**config.mk**
```make
export PLATFORM = sky130hd
export DESIGN_NAME = mux_arbiter_16
export DESIGN_NICKNAME = d
export VERILOG_FILES = /design/src/rtl/mux_arb_pkg.sv /design/src/rtl/mux_16to1.sv /design/src/rtl/rr_pick16.sv /design/src/rtl/mux_arbiter_16.sv
export SDC_FILE = /design/constraint.sdc
export NUM_CORES = 1
export LEC_CHECK = 0
export BUFFER_PORTS_ARGS = -buffer_cell sky130_fd_sc_hd__buf_4
export CAP_MARGIN = 10
export CORE_AREA = 3 3 226 228
export CTS_CLUSTER_SIZE = 30
export DETAILED_ROUTE_END_ITERATION = 7
export DIE_AREA = 0 0 229 231
export GPL_TIMING_DRIVEN = 0
export MAX_ROUTING_LAYER = met4
export PLACE_DENSITY = 0.41
export SLEW_MARGIN = 20
export SYNTH_ARGS = -nofsm -noshare
export SYNTH_HDL_FRONTEND = slang
export SYNTH_SLANG_ARGS = --single-unit
```
**constraint.sdc**
```tcl
create_clock -name clk -period 6.6 [get_ports clk]
set_clock_uncertainty 0.05 [all_clocks]
set_input_delay 0.33 -clock clk [delete_from_list [all_inputs] [get_ports clk]]
set_output_delay 0.33 -clock clk [all_outputs]
set_load 0.02 [all_outputs]
```
**src/rtl/mux_arb_pkg.sv**
```systemverilog
// Shared constants and types for the 16-input round-robin mux arbiter.
package mux_arb_pkg;

  localparam int unsigned N_REQ = 16;
  localparam int unsigned SEL_W = 4;

  typedef enum logic {
    IDLE = 1'b0,
    FULL = 1'b1
  } state_t;

endpackage

```
**src/rtl/mux_16to1.sv**
```systemverilog
// Sixteen-way word multiplexer; input i occupies data_in[i*WIDTH +: WIDTH].
module mux_16to1 #(
  parameter int unsigned WIDTH = 32
) (
  input  logic [16*WIDTH-1:0] data_in,
  input  logic [3:0]          sel,
  output logic [WIDTH-1:0]    data_out
);

  always_comb begin
    data_out = '0;
    for (int unsigned i = 0; i < 16; i++) begin
      if (sel == 4'(i)) data_out = data_in[i*WIDTH +: WIDTH];
    end
  end

endmodule

```
**src/rtl/rr_pick16.sv**
```systemverilog
// Combinational rotating-priority search: first set req bit at or above ptr, wrapping 15->0.
module rr_pick16
  import mux_arb_pkg::*;
(
  input  logic [N_REQ-1:0] req,
  input  logic [SEL_W-1:0] ptr,
  output logic             any,
  output logic [SEL_W-1:0] idx
);

  logic [SEL_W-1:0] cand;

  always_comb begin
    any  = 1'b0;
    idx  = '0;
    cand = '0;
    for (int unsigned i = 0; i < N_REQ; i++) begin
      // 4-bit add wraps naturally from 15 back to 0
      cand = ptr + SEL_W'(i);
      if (!any && req[cand]) begin
        any = 1'b1;
        idx = cand;
      end
    end
  end

endmodule

```
**src/rtl/mux_arbiter_16.sv**
```systemverilog
// Round-robin arbiter feeding a single-entry output register through mux_16to1.
module mux_arbiter_16
  import mux_arb_pkg::*;
#(
  parameter int unsigned WIDTH = 32
) (
  input  logic                   clk,
  input  logic                   rst_n,
  input  logic [N_REQ-1:0]       req,
  input  logic [N_REQ*WIDTH-1:0] req_data,
  output logic [N_REQ-1:0]       ack,
  output logic [SEL_W-1:0]       sel,
  output logic                   out_valid,
  output logic [WIDTH-1:0]       out_data,
  input  logic                   out_ready
);

  state_t           state, state_nxt;
  logic [SEL_W-1:0] ptr;
  logic             win_any;
  logic [SEL_W-1:0] win_idx;
  logic [WIDTH-1:0] win_word;
  logic             capture;

  rr_pick16 u_pick (
    .req (req),
    .ptr (ptr),
    .any (win_any),
    .idx (win_idx)
  );

  mux_16to1 #(.WIDTH(WIDTH)) u_mux (
    .data_in  (req_data),
    .sel      (win_idx),
    .data_out (win_word)
  );

  assign capture   = win_any && ((state == IDLE) || out_ready);
  assign out_valid = (state == FULL);

  // ack is combinational, so it is gated by rst_n to read zero while reset is held
  always_comb begin
    ack = '0;
    if (capture && rst_n) ack[win_idx] = 1'b1;
  end

  always_comb begin
    state_nxt = state;
    unique case (state)
      IDLE: if (capture) state_nxt = FULL;
      FULL: if (out_ready && !win_any) state_nxt = IDLE;
      default: state_nxt = IDLE;
    endcase
  end

  always_ff @(posedge clk or negedge rst_n) begin
    if (!rst_n) state <= IDLE;
    else        state <= state_nxt;
  end

  always_ff @(posedge clk or negedge rst_n) begin
    if (!rst_n) begin
      out_data <= '0;
      sel      <= '0;
      ptr      <= '0;
    end else if (capture) begin
      out_data <= win_word;
      sel      <= win_idx;
      ptr      <= win_idx + 1'b1;
    end
  end

endmodule
```
**Word level (Yosys, flattened, before mapping)**

Cells that the tools add are included.

- Input bits: 531
- Output and inout port bits: 53
- Word-level logic and storage cells: 177
- Flip-flop bits (word level): 41

- $add $sub $neg: 16
- Order comparisons: 18
- Muxes and demuxes: 86
- Bitwise operators: 1
- Equality and inequality tests: 15
- Reductions and logical operators: 37

Operators with widths:

| operator | number |
|---|---|
| 32-bit two-way mux | 16 |
| 4-bit by 5-bit less-than comparator with 1-bit output (second input constant) | 17 |
| 1-bit binary-select mux with 4-bit select | 16 |
| 4-bit two-way mux | 16 |
| 1-bit two-way mux | 35 |
| 4-bit adder (second input constant) | 8 |
| 4-bit == test (second input constant) | 8 |
| 1-bit logical AND | 19 |
| 4-bit by 3-bit adder with 4-bit output (second input constant) | 4 |
| 4-bit by 3-bit == test with 1-bit output (second input constant) | 4 |
| 1-bit zero test | 16 |
| 16-bit two-way mux | 1 |
| 4-bit by 1-bit adder with 4-bit output (second input constant) | 2 |
| 4-bit by 2-bit adder with 4-bit output (second input constant) | 2 |
| 4-bit by 2-bit == test with 1-bit output (second input constant) | 2 |
| 1-bit demux with 4-bit select | 1 |
| 4-bit by 1-bit == test with 1-bit output (second input constant) | 1 |
| 4-bit by 1-bit >= comparator with 1-bit output (second input constant) | 1 |
| 4-bit zero test | 1 |
| 1-bit one-hot mux with 2 select lines | 1 |
| 1-bit logical OR | 1 |
| 1-bit NOT | 1 |

**Depth between registers and ports, before layout**

- Word-level depth: 65
- Mapped depth: 32
- Depth with buffers taken out: 23

**Cells and area by module**

A second synthesis with hierarchy kept.

- Cells, all modules: 1107
- Area, all modules: 9303.9 um^2

Modules (own cells, without submodules):

| module | instances | cells an instance | seq. area each (um^2) | area an instance (um^2) |
|---|---|---|---|---|
| mux_16to1 | 1 | 737 | 0.0 | 5273.8 |
| rr_pick16 | 1 | 247 | 0.0 | 2087.0 |
| mux_arbiter_16 | 1 | 123 | 1026.0 | 1943.1 |

**Least setup slack after synthesis**

No wires, ideal clock.

- Path type: register -> register
- Start point: register ptr[0]
- End point: register out_data[0]
- Path buffers: 7
- Library setup time: 88 ps
- Arrival: 6445 ps
- Data required time: 6462 ps
- Cell stages (with the launch flop): 27
- Period minus slack after synthesis: 6583 ps
- Path slack: 17 ps
- Path through: dfrtp_1 -> buf_4 -> inv_2 -> buf_2 -> buf_1 -> ha_1 -> xor2_4 -> mux4_2 -> mux2i_2 -> nand2b_4 -> or4_1 -> o21ai_0 -> a21o_1 -> a222oi_1 -> a21oi_1 -> o21ai_0 -> ha_1 -> clkbuf_1 -> clkinv_1 -> nor2_1 -> clkbuf_1 -> buf_1 -> clkbuf_1 -> a221o_1 -> o211ai_1 -> a31o_1 -> a41oi_1

- Word-level cells in the longest chain between the ends: 65
- Elaborated cells on any way between the ends: 142
- Those cells by class: 15 x add/sub; 15 x eq/ne; 80 x mux; 32 x reduce/logical

Ends and longest elaborated chain:

| item | RTL line | RTL |
|---|---|---|
| start, declared | mux_arbiter_16.sv:19 | `logic [SEL_W-1:0] ptr;` |
| start signal, assigned | mux_arbiter_16.sv:69 | `ptr <= win_idx + 1'b1;` |
| branches (longest 65 deep; another with 4-bit by 1-bit adder with 4-bit output) | - |  |
| end signal, assigned | mux_arbiter_16.sv:67 | `out_data <= win_word;` |
| end, declared | mux_arbiter_16.sv:14 | `output logic [WIDTH-1:0] out_data,` |

Parallel ways; which one is timed is not known. The select of a mux whose other input is x is not followed.
A chain may end at the register's enable or synchronous reset.

**Worst setup path in the final report**

- Start point: register ptr[0]
- End point: register out_data[17]

The elaborated chain is that of the path after synthesis.

==> impl_metrics.csv <==
group,metric,value,unit
logic_synthesis,synth_top_area_frac,0.110,
clock_network,cts_tree,"built",
logic_synthesis,ys.flop_type,"dfrtp_1",
floorplanning,coreArea,49100,µm²
logic_synthesis,synth_cell_types,84,
logic_synthesis,seq_area_frac_synth,0.110,
place,gp_congestion,1.04,
worst_setup_path,cp.buffers_inverters,8,
cells_and_area,final-instance-count-excl-fill,2626,
floorplanning,ios,584,
grt,grtUsageTotal,0.332,
worst_setup_path,critPathTopFamily,"compound AO/OA/AOI/OAI gates",
run,cap_violations,0,
drt,vias,14800,
logic_synthesis,synthesis.nets,1851,
timing,rsz0062_at_grt,"false",
place,place_ws,-2.98,ns
logic_synthesis,async_flop_share,1.00,
timing,worst_pin_slew,0.973,ns
floorplanning,die_w,229,µm
logic_synthesis,yosysWarnings,0,
clock_network,clk_pin_slew,0.07,ns
clock_network,cts_buffers,5,
floorplanning,rows,81,
drt,drtIter0Drc,1367,
min_path,min_path_type,"in -> async",
logic_synthesis,synth_edf_count,0,
grt,gr-total-overflow,0,
drt,dr.pass1.iters,6,
clock_network,clk_path_buf_depth,2,
logic_synthesis,postSynthCellCount,1309,
cells_and_area,drive_above_1_share,0.443,
clock_network,clock_sinks,41,
drt,ant_nets,0,
timing,drv_slew,0,
clock_network,hold_buffers,0,
timing,finalCritPeriodShare,0.968,
timing,hold_slack,-0.0199,ns
floorplanning,start_util,0.190,
worst_setup_path,cp_slowest_cell,"mux4_2",
grt,grt_pass1_wl,120,mm
floorplanning,die_area,52900,µm²
worst_setup_path,cp_max_fo,10,
timing,fmax,0.157,GHz
place,dp.final_hpwl,77.0,mm
outcome,outcome,"finished with violations",
drt,vias_per_cell,5.62,
logic_synthesis,syn-cell-area,9300,µm²
grt,antenna_found_initial,37,
logic_synthesis,yosys-top-cells-area,"dfrtp_1 11%, o21ai_0 8.1%, mux4_2 6.3%, nand2_1 5.2%, mux2i_1 4.7%",
worst_setup_path,cp.required,6.77,ns
drt,post_drt_wl_per_cell,34.5,µm
timing,setup_violations,0,
clock_network,h-tree-depth,2,
worst_setup_path,crit_path_end_kind,"register",
grt,grt_max_degree,44,
grt,first_global_vias,14800,
outcome,violations,"hold timing",
logic_synthesis,ys_ff_latch,41,
logic_synthesis,synthTopCellsByCount,"150 x o21ai_0, 130 x nand2_1, 89 x nor2_1",
timing,relSlewSlack,0.346,
timing,postLayoutSetupSlackWorst,0.212,ns
worst_setup_path,cp-start-kind,"register",
drt,drcViolationCount,0,
clock_network,clk_latency,0.30,ns
worst_setup_path,critical-path-max-stage-delay,0.57,ns
logic_synthesis,yosysMostFrequentCell,"o21ai_0",
cells_and_area,area_growth,67.6,%
place,io_buffers,583,
worst_setup_path,critPathArrivalTime,6.56,ns
logic_synthesis,yosysTopAreaCell,"dfrtp_1",
place,placedCellCount,2556,
timing,period_needed,6.39,ns
logic_synthesis,avgSynthCellArea,7.10,µm²
timing,hold_violations,11,
clock_network,cts_root_buf,"clkbuf_16",
cells_and_area,nFillCells,5533,
cells_and_area,finalNetCount,2466,
worst_setup_path,critPathKind,"reg -> reg",
drt,postRouteWirelength,90.5,mm
floorplanning,die_height,231,µm
[worst paths after layout]
kind | start | to | slack, ns | depth (start not counted)
hold reg to reg | sel[3] | sel[3] | 0.43 | 2
min in group clk | req_data[482] | out_data[2] | 0.28 | 3
setup / recovery | ptr[0] | out_data[17] | 0.21 | 28
max in group asynchronous | rst_n | ptr[1] | 6.05 | 1
setup reg to reg | ptr[0] | out_data[17] | 0.21 | 28
hold / removal | rst_n | out_data[16] | -0.02 | 1
[what timing repair did]
action,4_1_cts,5_1_grt
endpoints found under the setup margin,49,47
setup buffers,20,9
pin swaps,11,8
resized for setup,159,32
cloned,0,0
[cells by family after synthesis]
kind of cell / Yosys count / share of synthesized area
AOI/OAI and AO/OA: 619 / 0.459
and+or+nand+nor: 364 / 0.183
buffers and inverters: 169 / 0.0802
muxes: 91 / 0.137
DFF: 41 / 0.110
xor gates and xnor gates: 14 / 0.0160
adders and majority gates: 11 / 0.0148
[per-stage QoR]
step / cell area, µm² / setup TNS (ns) / util
floorplan: 9300 / 0 / -
global route: 15600 / 0 / 0.318
detailed placement: 14500 / -114.04 / 0.296
finish: 15600 / 0 / 0.318
CTS: 15300 / 0 / 0.312
global placement: 14500 / -115.69 / 0.296
[sequential cells by signal (all words and copies together), names as in the netlist]
name and cells:
out_valid 1, sel 4, ptr 4, out_data 32
[per-layer routing]
layer | vias up | track usage | wire length, µm
li1 | 6429 | - | -
met1 | 7412 | 0.392 | 35800
met2 | 787 | 0.564 | 45100
met3 | 133 | 0.0464 | 5690
met4 | 0 | 0.146 | 3850
met5 | - | - | 0
[layout make-up]
cell class	count	area, µm²	share of cell area
Clock buffer	5	125	0.00803
Tap cell	664	831	0.0533
Buffer	130	793	0.0509
Multi-Input combinational cell	1099	7930	0.509
Sequential cell	41	1030	0.0659
Antenna cell	37	92.6	0.00594
Clock inverter	3	43.8	0.00281
Inverter	35	141	0.00907
Timing Repair Buffer	612	4610	0.296
[placed cells by master (no fill, tap or decap), drive strengths merged, types with 20 or more instances in the layout]
cell	netlist	routed
buf	59	667
o21ai	183	183
nand2	133	133
nor2	92	92
a21oi	81	81
clkbuf	75	79
o22ai	53	53
mux2i	47	47
dfrtp	41	41
nand3	40	40
nor3	39	39
diode	0	37
a221oi	32	32
inv	33	32
a22oi	29	29
mux4	26	26
a2bb2oi	22	22
o211ai	22	22
o21a	20	20
Power is left out: the tool's default activity adds up to more than one toggle a clock period on the data nets, which glitch-free logic cannot reach.
